===== src/rtl/segment_scheduler_pkg.sv =====
// Shared constants for the segment scheduler: quadrant window geometry,
// segment column bases and the scheduler state encoding.
package segment_scheduler_pkg;

  localparam int NUM_SEG  = 6;
  localparam int NUM_QUAD = 4;
  localparam int NUM_IDX  = NUM_SEG * NUM_QUAD;

  localparam logic [9:0] ROW_TOP = 10'd150;
  localparam logic [9:0] ROW_MID = 10'd225;
  localparam logic [9:0] ROW_BOT = 10'd300;
  localparam logic [9:0] HALF_W  = 10'd37;
  localparam logic [9:0] QUAD_W  = 10'd75;

  // Capture ends on the first pixel of the line just below the bottom window row
  localparam logic [9:0] EVAL_V    = 10'd301;
  localparam logic [4:0] EVAL_LAST = 5'd24;

  typedef enum logic [2:0] {
    S_IDLE,
    S_WAIT_SOF,
    S_CLEAR,
    S_CAPTURE,
    S_EVAL,
    S_DONE
  } state_t;

  function automatic logic [9:0] seg_base(input logic [2:0] seg);
    case (seg)
      3'd0:    seg_base = 10'd50;
      3'd1:    seg_base = 10'd140;
      3'd2:    seg_base = 10'd230;
      3'd3:    seg_base = 10'd335;
      3'd4:    seg_base = 10'd425;
      3'd5:    seg_base = 10'd515;
      default: seg_base = 10'd0;
    endcase
  endfunction

endpackage


===== src/rtl/seg_window_decode.sv =====
// Maps a VGA pixel position to the quadrant window it falls in, if any.
// Purely combinational; idx = seg*4 + quad with quad = {bottom_row, right_half}.
module seg_window_decode
  import segment_scheduler_pkg::*;
(
  input  logic [9:0] hcnt,
  input  logic [9:0] vcnt,
  output logic       hit,
  output logic [4:0] idx
);

  logic       top_row;
  logic       bot_row;
  logic [9:0] base;

  always_comb begin
    hit     = 1'b0;
    idx     = 5'd0;
    base    = 10'd0;
    top_row = (vcnt > ROW_TOP) && (vcnt <= ROW_MID);
    bot_row = (vcnt > ROW_MID) && (vcnt <= ROW_BOT);
    for (int s = 0; s < NUM_SEG; s++) begin
      base = seg_base(3'(s));
      if (top_row || bot_row) begin
        if ((hcnt > base) && (hcnt <= base + HALF_W)) begin
          hit = 1'b1;
          idx = {3'(s), bot_row, 1'b0};
        end else if ((hcnt > base + HALF_W) && (hcnt <= base + QUAD_W)) begin
          hit = 1'b1;
          idx = {3'(s), bot_row, 1'b1};
        end
      end
    end
  end

endmodule


===== src/rtl/segment_scheduler.sv =====
// Frame capture scheduler: waits for start of frame, clears and steers the
// quadrant accumulators, then reads them back and thresholds into seg_codes.
module segment_scheduler
  import segment_scheduler_pkg::*;
#(
  parameter int               CNT_W  = 14,
  parameter logic [CNT_W-1:0] THRESH = 14'd75
) (
  input  logic             clk,
  input  logic             rst,
  input  logic [9:0]       hcnt,
  input  logic [9:0]       vcnt,
  input  logic             start,
  output logic             acc_clr,
  output logic             acc_en,
  output logic [4:0]       acc_sel,
  output logic [4:0]       rd_idx,
  input  logic [CNT_W-1:0] rd_data,
  output logic             busy,
  output logic             done,
  output logic [23:0]      seg_codes
);

  state_t      state;
  state_t      next_state;
  logic [4:0]  eval_cnt;
  logic [23:0] code_reg;
  logic [23:0] code_next;
  logic        win_hit;
  logic [4:0]  win_idx;

  seg_window_decode u_decode (
    .hcnt (hcnt),
    .vcnt (vcnt),
    .hit  (win_hit),
    .idx  (win_idx)
  );

  always_ff @(posedge clk) begin
    if (rst) state <= S_IDLE;
    else     state <= next_state;
  end

  always_comb begin
    next_state = state;
    case (state)
      S_IDLE:     if (start) next_state = S_WAIT_SOF;
      S_WAIT_SOF: if (hcnt == 10'd0 && vcnt == 10'd0) next_state = S_CLEAR;
      S_CLEAR:    next_state = S_CAPTURE;
      S_CAPTURE:  if (hcnt == 10'd0 && vcnt == EVAL_V) next_state = S_EVAL;
      S_EVAL:     if (eval_cnt == EVAL_LAST) next_state = S_DONE;
      S_DONE:     next_state = S_IDLE;
      default:    next_state = S_IDLE;
    endcase
  end

  always_comb begin
    busy    = (state != S_IDLE);
    done    = (state == S_DONE);
    acc_clr = (state == S_CLEAR);
    acc_en  = (state == S_CAPTURE) && win_hit;
    acc_sel = acc_en ? win_idx : 5'd0;
    rd_idx  = ((state == S_EVAL) && (eval_cnt < EVAL_LAST)) ? eval_cnt : 5'd0;
  end

  // rd_data lags rd_idx by one cycle, so eval cycle k resolves index k-1
  always_comb begin
    code_next = code_reg;
    if (state == S_EVAL && eval_cnt != 5'd0)
      code_next[eval_cnt - 5'd1] = (rd_data >= THRESH);
  end

  // seg_codes loads together with the final bit so done never sees a partial code
  always_ff @(posedge clk) begin
    if (rst) begin
      eval_cnt  <= 5'd0;
      code_reg  <= 24'd0;
      seg_codes <= 24'd0;
    end else if (state == S_EVAL) begin
      eval_cnt <= eval_cnt + 5'd1;
      code_reg <= code_next;
      if (eval_cnt == EVAL_LAST) seg_codes <= code_next;
    end else begin
      eval_cnt <= 5'd0;
      code_reg <= 24'd0;
    end
  end

endmodule


===== config.mk =====
export PLATFORM = sky130hd
export DESIGN_NAME = segment_scheduler
export DESIGN_NICKNAME = d
export VERILOG_FILES = /design/src/rtl/segment_scheduler_pkg.sv /design/src/rtl/seg_window_decode.sv /design/src/rtl/segment_scheduler.sv
export SDC_FILE = /design/constraint.sdc
export NUM_CORES = 1
export LEC_CHECK = 0
export ABC_AREA = 1
export CAP_MARGIN = 20
export CORE_MARGIN = 3
export CORE_UTILIZATION = 45
export CTS_BUF_LIST = sky130_fd_sc_hd__clkbuf_4
export DETAILED_ROUTE_END_ITERATION = 10
export PLACE_DENSITY_LB_ADDON = 0.3
export SLEW_MARGIN = 10
export SYNTH_ARGS = -nofsm -noshare
export SYNTH_HDL_FRONTEND = slang
export SYNTH_SLANG_ARGS = --single-unit

===== constraint.sdc =====
create_clock -name clk -period 1.77 [get_ports clk]
set_input_delay 0.2655 -clock clk [delete_from_list [all_inputs] [get_ports clk]]
set_output_delay 0.2655 -clock clk [all_outputs]
set_load 0.1 [all_outputs]

Yosys cells after proc, flatten, opt, wreduce, memory -nomap -nowiden
Cells that the tools add are included.
{ "totals": {"wordCells": 126, "inputBits": 37, "regBits": 56} }
{ "classes": {"muxes": 47, "reduce_logical": 29, "n_addsub": 2, "magnitude_cmp": 32, "n_eq_ne": 11, "n_bitwise": 1} }
{ "op_table": {"columns": ["operator", "n"], "rows": [
  ["$mux 5", 17],
  ["$le 10x9->1 const B", 7],
  ["$gt 10x8->1 const B", 5],
  ["$gt 10x9->1 const B", 5],
  ["$le 10x8->1 const B", 3],
  ["$bwmux 24", 1],
  ["$mux 24", 1],
  ["$gt 10x10->1 const B", 2],
  ["$le 10x10->1 const B", 2],
  ["$le 10x7->1 const B", 2],
  ["$logic_and 1x1->1", 20],
  ["$logic_not 10->1", 2],
  ["$mux 1", 19],
  ["$pmux 3 s5", 1],
  ["$ge 14x7->1 const B", 1],
  ["$mux 3", 4],
  ["$eq 10x9->1 const B", 1],
  ["$gt 10x6->1 const B", 1],
  ["$gt 10x7->1 const B", 1],
  ["$ne 2x2->1 const B", 4],
  ["$eq 3x2->1 const B", 2],
  ["$eq 3x3->1 const B", 2],
  ["$lt 5x6->1 const B", 1],
  ["$mux 2", 3],
  ["15 further kinds", 15]
]} }

Logic depth before layout (Yosys ltp)
Gate-level depths: netlist of the first run.
{ "depth": {"depth_word": 22, "ltp_mapped": 14, "ltp_nobuf": 13} }

Modules after synthesis
From an unflattened synthesis of the first run, not the netlist that was laid out.
{ "unflattened": {"cells_unflattened": 603, "area_unflattened_um2": 3693.5} }
{ "by_module_without_submodules": {"columns": ["module", "n_inst", "area_each_um2", "cells_each", "seq_area_each_um2"], "rows": [
  ["segment_scheduler", 1, 2865.2, 423, 1121.1],
  ["seg_window_decode", 1, 828.3, 180, 0.0]
]} }

Worst setup path before layout of the first run
Ideal clock, no wire load.
{ "synth_timing": {"path_kind": "input port to output port", "start": "in hcnt[8]", "end": "out acc_sel[2]", "arrival_time_ps": 2497, "stages": 13, "path_slack_ps": -993, "path_cell_list": "buf_4 > inv_1 > nor2_1 > nand2_1 > inv_1 > nand3_1 > nand2_1 > nand2_1 > nor2_1 > nor2_1 > nand3_2 > nand3_2 > nor2_1"} }
{ "synth_between": {"elab_chain_len": 22, "word_cells_on_any_way": 71, "cone_classes": "order compare: 24; mux: 34; reduce/logical: 13"} }
{ "synth_rtl": {"columns": ["item", "line_no", "text"], "rows": [
  ["start: declaration", "segment_scheduler.sv:11", "input logic [9:0] hcnt,"],
  ["$gt 10x7->1 or $le 10x7->1 (tied branches)", "seg_window_decode.sv:28", "end else if ((hcnt > base + HALF_W) && (hcnt <= base + QUAD_W)) begin"],
  ["$logic_and 1x1->1", "seg_window_decode.sv:28", null],
  ["$mux 1", "seg_window_decode.sv:28", null],
  ["$mux 1", "seg_window_decode.sv:25", "if ((hcnt > base) && (hcnt <= base + HALF_W)) begin"],
  ["$mux 1", "seg_window_decode.sv:24", "if (top_row || bot_row) begin"],
  ["$mux 1", "seg_window_decode.sv:28", null],
  ["$mux 1", "seg_window_decode.sv:25", null],
  ["$mux 1", "seg_window_decode.sv:24", null],
  ["[6 not listed]", null, null],
  ["$mux 1", "seg_window_decode.sv:28", null],
  ["$mux 1", "seg_window_decode.sv:25", null],
  ["$mux 1", "seg_window_decode.sv:24", null],
  ["$mux 1", "seg_window_decode.sv:28", null],
  ["$mux 1", "seg_window_decode.sv:25", null],
  ["$mux 1", "seg_window_decode.sv:24", null],
  ["$logic_and 1x1->1", "segment_scheduler.sv:61", "acc_en = (state == S_CAPTURE) && win_hit;"],
  ["$mux 5 (*)", "segment_scheduler.sv:62", "acc_sel = acc_en ? win_idx : 5'd0;"],
  ["end: declaration", "segment_scheduler.sv:16", "output logic [4:0] acc_sel,"]
]} }
Mark *: on every way between the ends. The rest lies on a longest branch, timed or not.

Final worst setup path of the first run
{ "layout_timing": {"start": "in hcnt[9]", "end": "out acc_sel[0]"} }
Same word-level chain as after synthesis.

==> reports/results.ini, run 1 <==
[sta]
finalSetupViolations=28
finalCritPeriodShare_pct=120
timing.fmax_mhz=471
hold_viol_final=0
rsz0062_at_grt=true
skew_ps=15.3
worst_pin_slew_ps=327
slew_viol_final=0
setup_ws_ps=-353
slew_headroom_pct=78.0
whs_ps=444
period_minus_slack_ps=2120

[routing]
drt_iter0_drc=454
route.detailed.drc=0
drt-wirelength-per-cell_um=17.3
vias=4480
wl_um=14000
antenna_left=0
firstDrtPassIters=5
via_per_inst=5.51

[grt]
grt_max_degree=49
grt.busiest_layer=met2
met3_usage_pct=3.81
met2_usage_pct=52.7
first_global_vias=4067
grt_pass1_wl_um=19100
grt_antenna_before_repair=0
grt_remaining_overflow=0
grt_usage_pct=27.7
use_met1_pct=30.8

[power_and_ir_drop]
power_mw=3.64
pwr_density_cell_nw_per_um2=589
p_leak_nw=2.67
ir_drop_v=0.000611

[worst_setup_path]
worst_path_max_delay_cell=buf_4
path_common_cell=nor2_4
crit_required_ps=1500
slowest_delay_ps=190
cp-start-kind=input pin
critical_path_class=in2out
crit_chain=buf_8 -> clkinvlp_4 -> buf_4 -> a21oi_1 -> nand3_1 -> nand2_2 -> nor2_4 -> nand3_4 -> nand4_1 -> nor2_4 -> buf_12
end_kind=primary output
cp_max_fo=5
arrival_ps=1860

[cells_and_area]
fillers=332
syn2layout_area_growth_pct=89.0
final-seq-area_um2=1130
diodes=0
layout-drive-gt1-share_pct=48.5
multiInputGateArea_um2=2640
fin_nets=759

[cts]
cts-htree-levels=2
cts_tree=built
max-clock-path-buffers=2
clockRootBuffer=clkbuf_4
numCtsBuffers=5
clk_latency_ps=400
path_clk_slew_ps=170
ctsHoldBuffers=0
cts.sink_count=56

[placed_design]
port_buffers=74
post-dp-hpwl_um=7860
gp_congestion=0.923

[logic_synthesis]
yosysWarnings=0
synth.top_cells.by_area=dfxtp_1 (34%), nand2_1 (15%), nor2_1 (11%)
syn_inst=534
yosysTopAreaCell=dfxtp_1
synth_nets=577
synth_edf_count=0
seq_area_frac_synth_pct=34.4
ys_types=32
synthArstFlopShare_pct=0
synth_top_area_share_pct=34.4
syn_area_um2=3260
synth_flop_cell=dfxtp_1
ys_ff_latch=56
syn_avg_cell_area_um2=6.11

[die]
num_rows=30
die_x_um=91.2
ios=75
initial_core_util_pct=47.2
die-area_um2=8310
core_area_um2=6910
die_h_um=91.2

[status]
violations=negative setup slack
status=complete, but fails checks

[run]
drv_cap=0

[min_path]
hp-class=in2reg

## final timing paths
kind | startpoint | slack, ps | to | depth (start not counted)
min | rst | 440 | state[1] | 2
min reg2reg | seg_codes[14] | 550 | seg_codes[14] | 2
max | hcnt[9] | -350 | acc_sel[0] | 11
max reg2reg | eval_cnt[0] | -140 | seg_codes[6] | 10
## layout make-up
type | count | share of cell area (%)
clock buffers | 6 | 0.730
clock inverters | 2 | 0.223
inverters | 68 | 4.59
multi-input cells | 395 | 42.7
flip-flops and latches | 56 | 18.3
well taps | 96 | 1.95
repair buffers | 190 | 31.5
## kinds of logic (layout without fill, tap and decap cells)
| group | count (synthesis) | count (layout) | share of synthesized area [%] |
|---|---|---|---|
| compound gates | 101 | 101 | 16.1 |
| xor+xnor | 3 | 3 | 0.805 |
| fa+ha+maj | 6 | 6 | 2.30 |
| buf+inv | 83 | 266 | 9.74 |
| flops | 56 | 56 | 34.4 |
| simple gates | 285 | 285 | 36.7 |
## report_power, final
| group | switching [mW] | internal (mW) | total [mW] |
|---|---|---|---|
| registers | 0.0308 | 1.30 | 1.33 |
| clock network | 0.425 | 0.175 | 0.600 |
| logic | 0.991 | 0.715 | 1.71 |
## critical path: cells and delay by family
family                 cells  cell delay (ps)
AO/OA/AOI/OAI              1              180
buffers and inverters      4              610
AND/OR/NAND/NOR            6              800
## synthesized netlist by cell type (3+ instances only)
master / instances
nand2_1: 129
nor2_1: 95
inv_1: 64
dfxtp_1: 56
a21oi_1: 41
o21ai_0: 39
nand3_1: 20
o21ai_1: 13
clkbuf_1: 12
nand4_1: 10
nor3_1: 10
nor2_2: 9
ha_1: 6
inv_2: 3
o211ai_1: 3
## repair_timing
item / 4_1_cts / 5_1_grt
cloned: 0 / 4
pin swaps: 39 / 49
endpoints found under the setup margin: 56 / 62
buffers inserted: 28 / 15
resized for setup: 162 / 100
## cell usage in the layout (no fill, tap or decap), types with 4 or more instances in the layout
| master | n |
|---|---|
| nand3_2 | 6 |
| nand2_2 | 29 |
| nor3_2 | 4 |
| nor3_1 | 6 |
| nand4_1 | 10 |
| clkbuf_4 | 6 |
| inv_4 | 4 |
| inv_1 | 49 |
| buf_12 | 26 |
| nor2_2 | 16 |
| buf_4 | 115 |
| dfxtp_1 | 51 |
| a21oi_1 | 30 |
| dlygate4sd2_1 | 4 |
| a21oi_2 | 11 |
| o21ai_0 | 25 |
| ha_1 | 4 |
| nor2_4 | 37 |
| o21ai_1 | 5 |
| nand2_4 | 12 |
| dfxtp_2 | 5 |
| inv_2 | 11 |
| nor2_1 | 51 |
| clkdlybuf4s50_1 | 21 |
| nand3_1 | 13 |
| o21ai_2 | 21 |
| nand2_1 | 87 |
| buf_6 | 17 |
## stage by stage
step / cells / setup TNS, ps / setup WS (ps) / utilization, % / instance area [um2]
2_1_floorplan: 534 / -1640 / -282 / - / 3480
3_3_place_gp: 760 / -6120 / -802 / 72.4 / 5000
3_5_place_dp: 760 / -8370 / -830 / 72.4 / 5000
4_1_cts: 795 / -1880 / -313 / 81.3 / 5620
5_1_grt: 813 / -6050 / -466 / 89.3 / 6170
6_report: 813 / -3380 / -353 / 89.3 / 6170
## metal layers
layer | vias up | wire length, um
met1 | 2098 | 5160
met3 | 61 | 934
met5 | - | 0
met2 | 238 | 7310
met4 | 0 | 639
li1 | 2083 | -
Note: power is estimated with default switching activity, not from simulation.
==> inputs of run 2 (changes only) <==
CORE_MARGIN = unset   (was 3)
SETUP_SLACK_MARGIN = 0.1   (was unset)
==> run 2 against run 1 <==
The flow still finishes with violations (negative setup slack); clock power increased by 3.5%; non-clock buffer count decreased by 2; combinational power about the same; largest power group unchanged; highest routed layer unchanged.
==> reports/results.ini, run 2 (synthesis gave the netlist of run 1 again) <==
[cts]
cts_tree=built
cts.sink_count=56
ctsHoldBuffers=0
max-clock-path-buffers=2
cts-htree-levels=2
clk_latency_ps=410
clockRootBuffer=clkbuf_4
numCtsBuffers=5
path_clk_slew_ps=160

[cells_and_area]
fillers=313
final_common_cell=buf_4
mostFrequentLayoutCells=buf_4 (107), nand2_1 (67), nand2_2 (53), inv_1 (50), dfxtp_1 (49)
utilization_pct=90.2
layout-drive-gt1-share_pct=52.6
diodes=0
fin_cells=811
stdcell_area_um2=6230
syn2layout_area_growth_pct=91.0
fin_nets=757

[status]
violations=negative setup slack
status=complete, but fails checks

[grt]
grt_usage_pct=32.4
grt_max_degree=28
grt_pass1_wl_um=19100
grt_antenna_before_repair=0
first_global_vias=4167
grt_remaining_overflow=0

[worst_setup_path]
rrSetupSlack_ps=-230
path_common_cell=nand3_4
worst_path_max_delay_cell=nor2_2
slowest_delay_ps=210
r2r_cells=8
cp_max_fo=6
startpoint=hcnt[2]
arrival_ps=1910
critical_path_class=in2out
cp-start-kind=input pin
rr_endpoint=seg_codes[16]
end_kind=primary output
crit_required_ps=1500
crit_chain=buf_6 -> buf_4 -> nor2_4 -> a21oi_1 -> o21ai_1 -> nand2_1 -> nor2_2 -> nand3_4 -> nand3_4 -> clkinvlp_4 -> buf_12
worst_r2r_startpoint=eval_cnt[3]

[die]
die_h_um=87.2
core_area_um2=6910
ios=75
die-area_um2=7600
num_rows=30
initial_core_util_pct=47.2
die_x_um=87.2

[sta]
rsz0062_at_grt=true
slew_headroom_pct=69.1
finalSetupViolations=50
finalCritPeriodShare_pct=123
skew_ps=16.1
period_minus_slack_ps=2180
hold_viol_final=0
timing.fmax_mhz=459
worst_pin_slew_ps=460
setup_tns_ps=-5660
setup_ws_ps=-408
slew_viol_final=0

[routing]
route.detailed.drc=0
via_per_inst=5.87
vias=4759
firstDrtPassIters=5
drt_iter0_drc=355
antenna_left=0
wl_um=16600
drt-wirelength-per-cell_um=20.4

[power_and_ir_drop]
p_leak_nw=2.66
pwr_density_cell_nw_per_um2=593
ir_drop_v=0.000691

[min_path]
hp-class=in2reg
holdPathEnd=state[1]
hold_start=rst
min_path_cells=2

[placed_design]
port_buffers=74
dpl.cell_count=759
post-dp-hpwl_um=7740
dpl_cell_area_um2=5000
gp_congestion=0.869

[run]
drv_cap=0

==> run 2: timing repair <==
action	in CTS	in global routing
gates cloned	1	4
setup buffers	31	11
pin swaps	69	61
resized for setup	172	113
setup endpoints to repair	57	64
==> run 2: metrics by stage <==
step	worst slack, ps	hold slack, ps	power [mW]
floorplan	-282	335	2.10
global placement	-834	523	2.63
detailed placement	-822	528	2.64
CTS	-293	466	3.41
global route	-490	459	3.81
finish	-408	435	3.70
==> run 2: final cells by class <==
type | count | area, um2 | area share, %
multi-input combinational | 395 | 2680 | 43.0
timing repair buffer | 188 | 1950 | 31.3
sequential | 56 | 1130 | 18.2
inverter | 68 | 288 | 4.62
tap | 96 | 120 | 1.93
clock buffer | 6 | 45.0 | 0.723
clock inverter | 2 | 16.3 | 0.261
==> run 2: worst max path at each step <==
| stage | end | depth (start not counted) |
|---|---|---|
| 4_1_cts | acc_en | 15 |
| 6_report | acc_en | 11 |
| 5_1_grt | acc_en | 13 |
| 3_5_place_dp | acc_en | 13 |
| 3_3_place_gp | acc_sel[4] | 12 |
| 2_1_floorplan | acc_en | 14 |
==> run 2: metal layers <==
metal  global-route usage (%)  wire length (um)  vias to the layer above
met1                     35.5              5690                     2200
met2                     61.6              8190                      344
li1                         -                 -                     2078
met3                     4.83              1320                      137
met5                        0                 0                        -
met4                     13.9              1360                        0
==> run 2: critical path, delay by kind of cell <==
kind,cells,cell delay [ps]
simple gates,5,750
compound gates,2,300
buf+inv,4,580
==> run 2: report_power, final <==
group / internal [mW] / switching (mW) / leakage, nW
Clock: 0.174 / 0.447 / 0.0319
Sequential: 1.30 / 0.0344 / 0.455
Combinational: 0.713 / 1.02 / 2.18
